## config.mk

```make
export PLATFORM = sky130hd
export DESIGN_NAME = stoch_arith_unit
export DESIGN_NICKNAME = d
export VERILOG_FILES = /design/src/rtl/stoch_arith_unit.sv
export SDC_FILE = /design/constraint.sdc
export NUM_CORES = 1
export LEC_CHECK = 0
export ABC_CLOCK_PERIOD_IN_PS = 3600
export CAP_MARGIN = 5
export CORE_ASPECT_RATIO = 1.4
export CORE_MARGIN = 8
export CORE_UTILIZATION = 50
export CTS_CLUSTER_SIZE = 25
export DETAILED_ROUTE_END_ITERATION = 10
export HOLD_SLACK_MARGIN = 0.05
export MAX_ROUTING_LAYER = met4
export PLACE_DENSITY = 0.64
export SYNTH_ARGS = -nofsm -noshare
export SYNTH_HDL_FRONTEND = slang
export SYNTH_SLANG_ARGS = --single-unit
export TNS_END_PERCENT = 1
```

## constraint.sdc

```tcl
create_clock -name clk -period 3.6 [get_ports clk]
set_clock_uncertainty 0.05 [all_clocks]
set_input_delay 1.08 -clock clk [delete_from_list [all_inputs] [get_ports clk]]
set_output_delay 1.08 -clock clk [all_outputs]
set_load 0.05 [all_outputs]
```

## src/rtl/stoch_arith_unit.sv

```systemverilog
// stoch_arith_unit: turns two binary probabilities into LFSR-driven bitstreams, combines them
// in one of four modes and counts the result back to binary over a gapless 2^WIN_LOG2 window.
module stoch_arith_unit #(
  parameter int          PW       = 4,
  parameter int          WIN_LOG2 = 3,
  parameter logic [30:0] SEED_A   = 31'd1,
  parameter logic [30:0] SEED_B   = 31'd2,
  parameter logic [30:0] SEED_C   = 31'h5A5A5A5
) (
  input  logic                clk,
  input  logic                rst_n,
  input  logic                en,
  input  logic [PW-1:0]       prob_a,
  input  logic [PW-1:0]       prob_b,
  input  logic [1:0]          mode,
  output logic [WIN_LOG2:0]   result,
  output logic                result_valid,
  output logic                busy
);

  localparam logic [1:0] MODE_AND  = 2'b00;
  localparam logic [1:0] MODE_XNOR = 2'b01;
  localparam logic [1:0] MODE_MUX  = 2'b10;
  localparam logic [1:0] MODE_PASS = 2'b11;

  localparam logic [WIN_LOG2-1:0] CNT_ONE = WIN_LOG2'(1);

  // x^31 + x^28 + 1 Fibonacci step: shift up, feed q[30]^q[27] into bit 0
  function automatic logic [30:0] lfsrStep(input logic [30:0] q);
    return {q[29:0], q[30] ^ q[27]};
  endfunction

  logic [30:0]         r_lfsrA, r_lfsrB, r_lfsrC;
  logic [WIN_LOG2-1:0] r_cnt0;
  logic [PW-1:0]       r_shPa, r_shPb;
  logic [1:0]          r_shMode;
  logic                r_sa, r_sb, r_sel, r_v1, r_last1;
  logic [1:0]          r_mode1;
  logic                r_op, r_v2, r_last2;
  logic [WIN_LOG2:0]   r_acc, r_result;
  logic                r_resultValid;

  logic                w_winStart;
  logic [PW-1:0]       w_pa, w_pb;
  logic [1:0]          w_mode;
  logic                w_op;
  logic [WIN_LOG2:0]   w_accNext;

  // The first bit of a window sees the live inputs; the rest use the shadow copy
  assign w_winStart = (r_cnt0 == '0);
  assign w_pa       = w_winStart ? prob_a : r_shPa;
  assign w_pb       = w_winStart ? prob_b : r_shPb;
  assign w_mode     = w_winStart ? mode   : r_shMode;
  assign w_accNext  = r_acc + {{WIN_LOG2{1'b0}}, r_op};

  always_ff @(posedge clk or negedge rst_n) begin
    if (!rst_n) begin
      r_lfsrA  <= SEED_A;
      r_lfsrB  <= SEED_B;
      r_lfsrC  <= SEED_C;
      r_cnt0   <= '0;
      r_shPa   <= '0;
      r_shPb   <= '0;
      r_shMode <= '0;
    end else if (en) begin
      r_lfsrA <= lfsrStep(r_lfsrA);
      r_lfsrB <= lfsrStep(r_lfsrB);
      r_lfsrC <= lfsrStep(r_lfsrC);
      r_cnt0  <= r_cnt0 + CNT_ONE;
      if (w_winStart) begin
        r_shPa   <= prob_a;
        r_shPb   <= prob_b;
        r_shMode <= mode;
      end
    end else begin
      r_cnt0 <= '0;
    end
  end

  always_ff @(posedge clk or negedge rst_n) begin
    if (!rst_n) begin
      r_sa    <= 1'b0;
      r_sb    <= 1'b0;
      r_sel   <= 1'b0;
      r_mode1 <= '0;
      r_v1    <= 1'b0;
      r_last1 <= 1'b0;
    end else begin
      r_sa    <= (r_lfsrA[PW-1:0] < w_pa);
      r_sb    <= (r_lfsrB[PW-1:0] < w_pb);
      r_sel   <= r_lfsrC[0];
      r_mode1 <= w_mode;
      r_v1    <= en;
      r_last1 <= en & (&r_cnt0);
    end
  end

  always_comb begin
    w_op = 1'b0;
    case (r_mode1)
      MODE_AND:  w_op = r_sa & r_sb;
      MODE_XNOR: w_op = ~(r_sa ^ r_sb);
      MODE_MUX:  w_op = r_sel ? r_sb : r_sa;
      MODE_PASS: w_op = r_sa;
      default:   w_op = 1'b0;
    endcase
  end

  // Dropping en flushes in-flight bits so a partial window is never counted
  always_ff @(posedge clk or negedge rst_n) begin
    if (!rst_n) begin
      r_op    <= 1'b0;
      r_v2    <= 1'b0;
      r_last2 <= 1'b0;
    end else begin
      r_op    <= w_op;
      r_v2    <= en & r_v1;
      r_last2 <= en & r_last1;
    end
  end

  always_ff @(posedge clk or negedge rst_n) begin
    if (!rst_n) begin
      r_acc         <= '0;
      r_result      <= '0;
      r_resultValid <= 1'b0;
    end else if (!en) begin
      r_acc         <= '0;
      r_resultValid <= 1'b0;
    end else if (r_v2 && r_last2) begin
      r_result      <= w_accNext;
      r_resultValid <= 1'b1;
      r_acc         <= '0;
    end else begin
      r_resultValid <= 1'b0;
      if (r_v2) r_acc <= w_accNext;
    end
  end

  assign result       = r_result;
  assign result_valid = r_resultValid;
  assign busy         = r_v1 | r_v2;

endmodule
```

; Word level (Yosys, flattened, before mapping)
; Index checks and enable logic that the tools add are counted.
[op_classes]
n_addsub = 2
n_lt_le_gt_ge = 2
eq_ne = 4
mux = 11
n_bitwise = 10
n_reduce_logical = 5
[ops]
columns = cell, count
row1 = $mux W4, 5
row2 = $lt A4 B4 Y1, 2
row3 = $add A4 B1 Y4, 1
row4 = $and A1 B1 Y1, 4
row5 = $eq A2 B2 Y1 const B, 2
row6 = $pmux W1 S4, 1
row7 = $xor A1 B1 Y1, 4
row8 = $add A3 B1 Y3 const B, 1
row9 = $logic_not A3 Y1, 1
row10 = $mux W1, 3
row11 = $mux W3, 1
row12 = $ne A3 B1 Y1 const B, 1
row13 = $reduce_and A3 Y1, 1
row14 = $eq A2 B1 Y1 const B, 1
row15 = $logic_not A2 Y1, 1
row16 = $mux W2, 1
row17 = $reduce_and A2 Y1, 1
row18 = $logic_and A1 B1 Y1, 1
row19 = $not A1 Y1, 1
row20 = $or A1 B1 Y1, 1
[word_totals]
ff_bits = 125
inputBits = 13
output_inout_bits = 6

; Depth between registers and ports, before layout
[depth]
word_depth = 4
mapped_depth = 9

; Worst setup path after synthesis
; No wires, ideal clock.
[synth_timing]
path_type = input -> register
from = input port prob_a[3]
to = register r_sa
setup_time_ns = 0.082
arrival_ns = 1.920
t_required_ns = 3.468
setup_slack_ns = 1.547
path_stages = 4
cell_sequence = mux2i_1 ha_1 a2111o_1 o22ai_1
[synth_via]
elab_chain_len = 2
[synth_rtl]
columns = item, line
row1 = start: declaration, 13  ; input logic [PW-1:0] prob_a,
row2 = $mux W4, -
row3 = $lt A4 B4 Y1, 89  ; r_sa <= (r_lfsrA[PW-1:0] < w_pa);
row4 = end signal: assignment, 89
row5 = end: declaration, 37  ; logic r_sa, r_sb, r_sel, r_v1, r_last1;
; No other way between the ends.
; A chain may end at the register's enable or synchronous reset.

; Worst setup path after layout
[layout_timing]
from = register r_v2
to = output port busy
[layout_via]
elab_chain_len = 1
[layout_rtl]
columns = item, line
row1 = start: declaration, 39  ; logic r_op, r_v2, r_last2;
row2 = start signal: assignment, 117  ; r_v2 <= en & r_v1;
row3 = $or A1 B1 Y1, 142  ; assign busy = r_v1 | r_v2;
row4 = end: declaration, 18  ; output logic busy
; No other way between the ends.

==> flow_metrics.tcl <==
set metrics [dict create \
    holdCritPathClass "reg2reg" \
    dpl.hpwl_um 4350 \
    detail_route.vias_per_cell 5.16 \
    ir_worst_vdd_mv 0.448 \
    die_area_um2 13500 \
    globalRouteTotalUtil 0.126 \
    via_count 2563 \
    synth_area_um2 4990 \
    worst-endpoint-arrival_ns 1.85 \
    yosysTopAreaCell "sky130_fd_sc_hd__dfrtp_1" \
    setup.worst_path.end_class "output port" \
    p_per_area_nw_per_um2 762 \
    finalInstanceArea_um2 5880 \
    post_synth_most_frequent_cells "sky130_fd_sc_hd__dfrtp_1 (109), sky130_fd_sc_hd__mux2_2 (104), sky130_fd_sc_hd__dfstp_2 (16)" \
    yosysSeqAreaShare 0.630 \
    slew_violations 0 \
    post-cts-setup-buffer-count 0 \
    number_of_distinct_library_cell_variants_in_the_gate_level_netlist_after_synthesis 30 \
    largest_stage_delay_worst_path_ns 0.70 \
    timing.max_cap.violations 0 \
    outcome "finished, final reports clean" \
    synth_edf_count 0 \
    cts.hold.buffers_added 0 \
    first_global_vias 2739 \
    gp_congestion 0.721 \
    power_switching_w 0.00106 \
    finalSetupViolCount 0 \
    post-route-worst-setup-slack_ns 0.618 \
    switching_power_share_of_the_total 0.237 \
    firstDrtPassIters 3 \
    grt.overflow.total 0 \
    most_numerous_cell_in_the_yosys_netlist "sky130_fd_sc_hd__dfrtp_1" \
    seq_power_share 0.481 \
    yosys_warnings 0 \
    worst-path-max-fanout 7 \
    cp_slowest_cell "sky130_fd_sc_hd__clkdlybuf4s50_1" \
    post_cts_resized 0 \
    synth_top_area_share 0.546 \
    multiInputGateArea_um2 1750 \
    finalCritPeriodShare 0.828 \
    wire_length_of_the_first_global_routing_pass_um 12700 \
    grt_antenna_before_repair 0 \
    maxClockFrequency_mhz 335 \
    internal-power_w 0.00342 \
    design.core.area_um2 9850 \
    die_height_um 134 \
    post_synthesis_to_final_layout_area_growth_pct 17.8 \
    cts.reportedPaths.clkPinSlew_ns 0.05 \
    ios 19 \
    htree_levels 4 \
    layout.nets 374 \
    sequential_cell_area_um2 3150 \
    combPwrFrac 0.154 \
    ant_nets 0 \
    cts-buffers-inserted 17 \
    cts_tree "yes" \
    post_detailed_route_drc_marker_count 0 \
    final_util 0.598 \
    slew_headroom 0.550 \
    drt_iter0_drc 59 \
    worst-slew-pin-transition_ns 0.675 \
    finalHoldViolations 0 \
    portbufs 18 \
    ys_top_cells_by_area "sky130_fd_sc_hd__dfrtp_1 (55%), sky130_fd_sc_hd__mux2_2 (23%), sky130_fd_sc_hd__dfstp_2 (8.4%)" \
    routed_wl_um 7200 \
    crit_chain "or2_2, clkdlybuf4s50_1" \
    grt_setup_unrepaired "no" \
    insertedDiodeCount 0 \
    fp.dieW_um 100 \
    clock_sink_total 125 \
    synth_nets 348 \
    power_share_of_the_clock_group 0.366 \
    pre_cts_slack_ns 0.968 \
    worst-r2r-cell-count 7 \
    hold-path-cell-count 0 \
    clock-root-buffer "sky130_fd_sc_hd__clkbuf_16" \
    power.static_leakage_nw 2.68 \
    floorplan.rows 43 \
    insertion_delay_to_the_later_sink_of_the_worst_skew_pair_ns 0.41 \
    grt_start_max_net_pins 75 \
    worst_ep_required_ns 2.47 \
    floorplan.initialDensity 0.507 \
    asyncSetResetFlopFracSynth 1.00 \
    drive_gt1_frac 0.436 \
    final.hold.worst_slack_ns 0.368 \
    period_needed_ns 2.98 \
    postPlaceCellArea_um2 5310 \
    average_wire_per_standard_cell_um 14.5 \
    synth_seq_cells 125 \
    critical_path_class "reg2out" \
    synth_ff_type "sky130_fd_sc_hd__dfrtp_1" \
    synthesis.instances 323 \
    syn-mean-instance-area_um2 15.5 \
    critical_path.startpoint_type "register" \
    timing.setup.tns_ns 0 \
    nFillCells 790 \
    clk_path_buf_depth 2 \
]
-- cell type report --
type,instances,share of cell area
flip-flops and latches,125,0.535
well taps,135,0.0287
repair buffers,21,0.0378
clock inverters,11,0.0202
multi-input cells,180,0.297
inverters,4,0.00255
clock buffers,21,0.0782
-- kinds of logic after synthesis --
kind of cell | synth area share
compound gates | 0.0238
xor+xnor | 0.00877
fa+ha+maj | 0.0301
buf+inv | 0.0193
flops | 0.630
mux | 0.253
simple gates | 0.0353
-- metal layers --
layer / global-route usage / vias up / wire (um)
met1: 0.136 / 1331 / 3120
met4: 0.0675 / 0 / 142
met5: - / - / 0
met3: 0.0477 / 14 / 245
met2: 0.196 / 25 / 3690
li1: - / 1193 / -
-- sequential cells by signal, summed over array words and instances, names as in the netlist, 2 cells and up --
signal and cells:
r_cnt0 3, r_lfsrC 31, r_shPb 4, r_mode1 2
r_lfsrA 31, r_shMode 2, r_shPa 4, r_lfsrB 31
result 4, r_acc 4
-- stage by stage --
| stage | total power [W] | std cells |
|---|---|---|
| 3_3_place_gp | 0.00283 | 465 |
| 5_1_grt | 0.00473 | 497 |
| 2_1_floorplan | 0.00268 | 323 |
| 6_report | 0.00448 | 497 |
| 4_1_cts | 0.00456 | 497 |
| 3_5_place_dp | 0.00288 | 465 |
-- power by group through the flow --
stage	combinational [W]	sequential (W)	clock [W]
after floorplan	0.000581	0.00209	0
after global placement	0.000669	0.00216	0
after detailed placement	0.000697	0.00218	0
after CTS	0.000709	0.00216	0.00169
after global routing	0.000769	0.00222	0.00174
final	0.000689	0.00215	0.00164
-- worst max-delay path, delay by kind of cell, from the launching register on --
kind	cells	cell delay (ns)
simple gates	1	0.32
flops	1	0.43
buf+inv	1	0.70
-- cell usage in the layout, fill, tap and decap left out, types with 2 or more instances in the layout --
| cell | instances |
|---|---|
| sky130_fd_sc_hd__buf_12 | 2 |
| sky130_fd_sc_hd__bufinv_16 | 2 |
| sky130_fd_sc_hd__ha_1 | 12 |
| sky130_fd_sc_hd__dfstp_2 | 16 |
| sky130_fd_sc_hd__buf_4 | 3 |
| sky130_fd_sc_hd__dfrtp_1 | 109 |
| sky130_fd_sc_hd__clkbuf_1 | 2 |
| sky130_fd_sc_hd__clkbuf_8 | 2 |
| sky130_fd_sc_hd__nand2_1 | 4 |
| sky130_fd_sc_hd__o21ai_0 | 6 |
| sky130_fd_sc_hd__a21boi_0 | 2 |
| sky130_fd_sc_hd__clkbuf_16 | 17 |
| sky130_fd_sc_hd__mux2_2 | 104 |
| sky130_fd_sc_hd__nor2b_1 | 5 |
| sky130_fd_sc_hd__nand3_1 | 2 |
| sky130_fd_sc_hd__xnor2_1 | 4 |
| sky130_fd_sc_hd__o22ai_1 | 2 |
| sky130_fd_sc_hd__clkinv_2 | 4 |
| sky130_fd_sc_hd__and2_1 | 5 |
| sky130_fd_sc_hd__clkinvlp_4 | 4 |
| sky130_fd_sc_hd__mux2i_1 | 9 |
| sky130_fd_sc_hd__clkdlybuf4s50_1 | 16 |
| sky130_fd_sc_hd__a21oi_1 | 5 |
| sky130_fd_sc_hd__nor3_1 | 3 |
| sky130_fd_sc_hd__nor2_1 | 5 |
| sky130_fd_sc_hd__inv_1 | 3 |
| sky130_fd_sc_hd__nand3b_1 | 3 |
| sky130_fd_sc_hd__a2111o_1 | 2 |
-- worst paths after layout --
kind                       slack, ns  startpoint           to
setup reg to reg                1.27   r_cnt0[0]         r_sb
min in group asynchronous       0.66       rst_n   r_mode1[1]
max in group asynchronous       1.99       rst_n  r_lfsrB[19]
setup / recovery                0.62        r_v2         busy
hold reg to reg                 0.37  r_lfsrC[0]        r_sel
hold / removal                  0.37  r_lfsrC[0]        r_sel
Note: power is estimated with default switching activity, not from simulation.
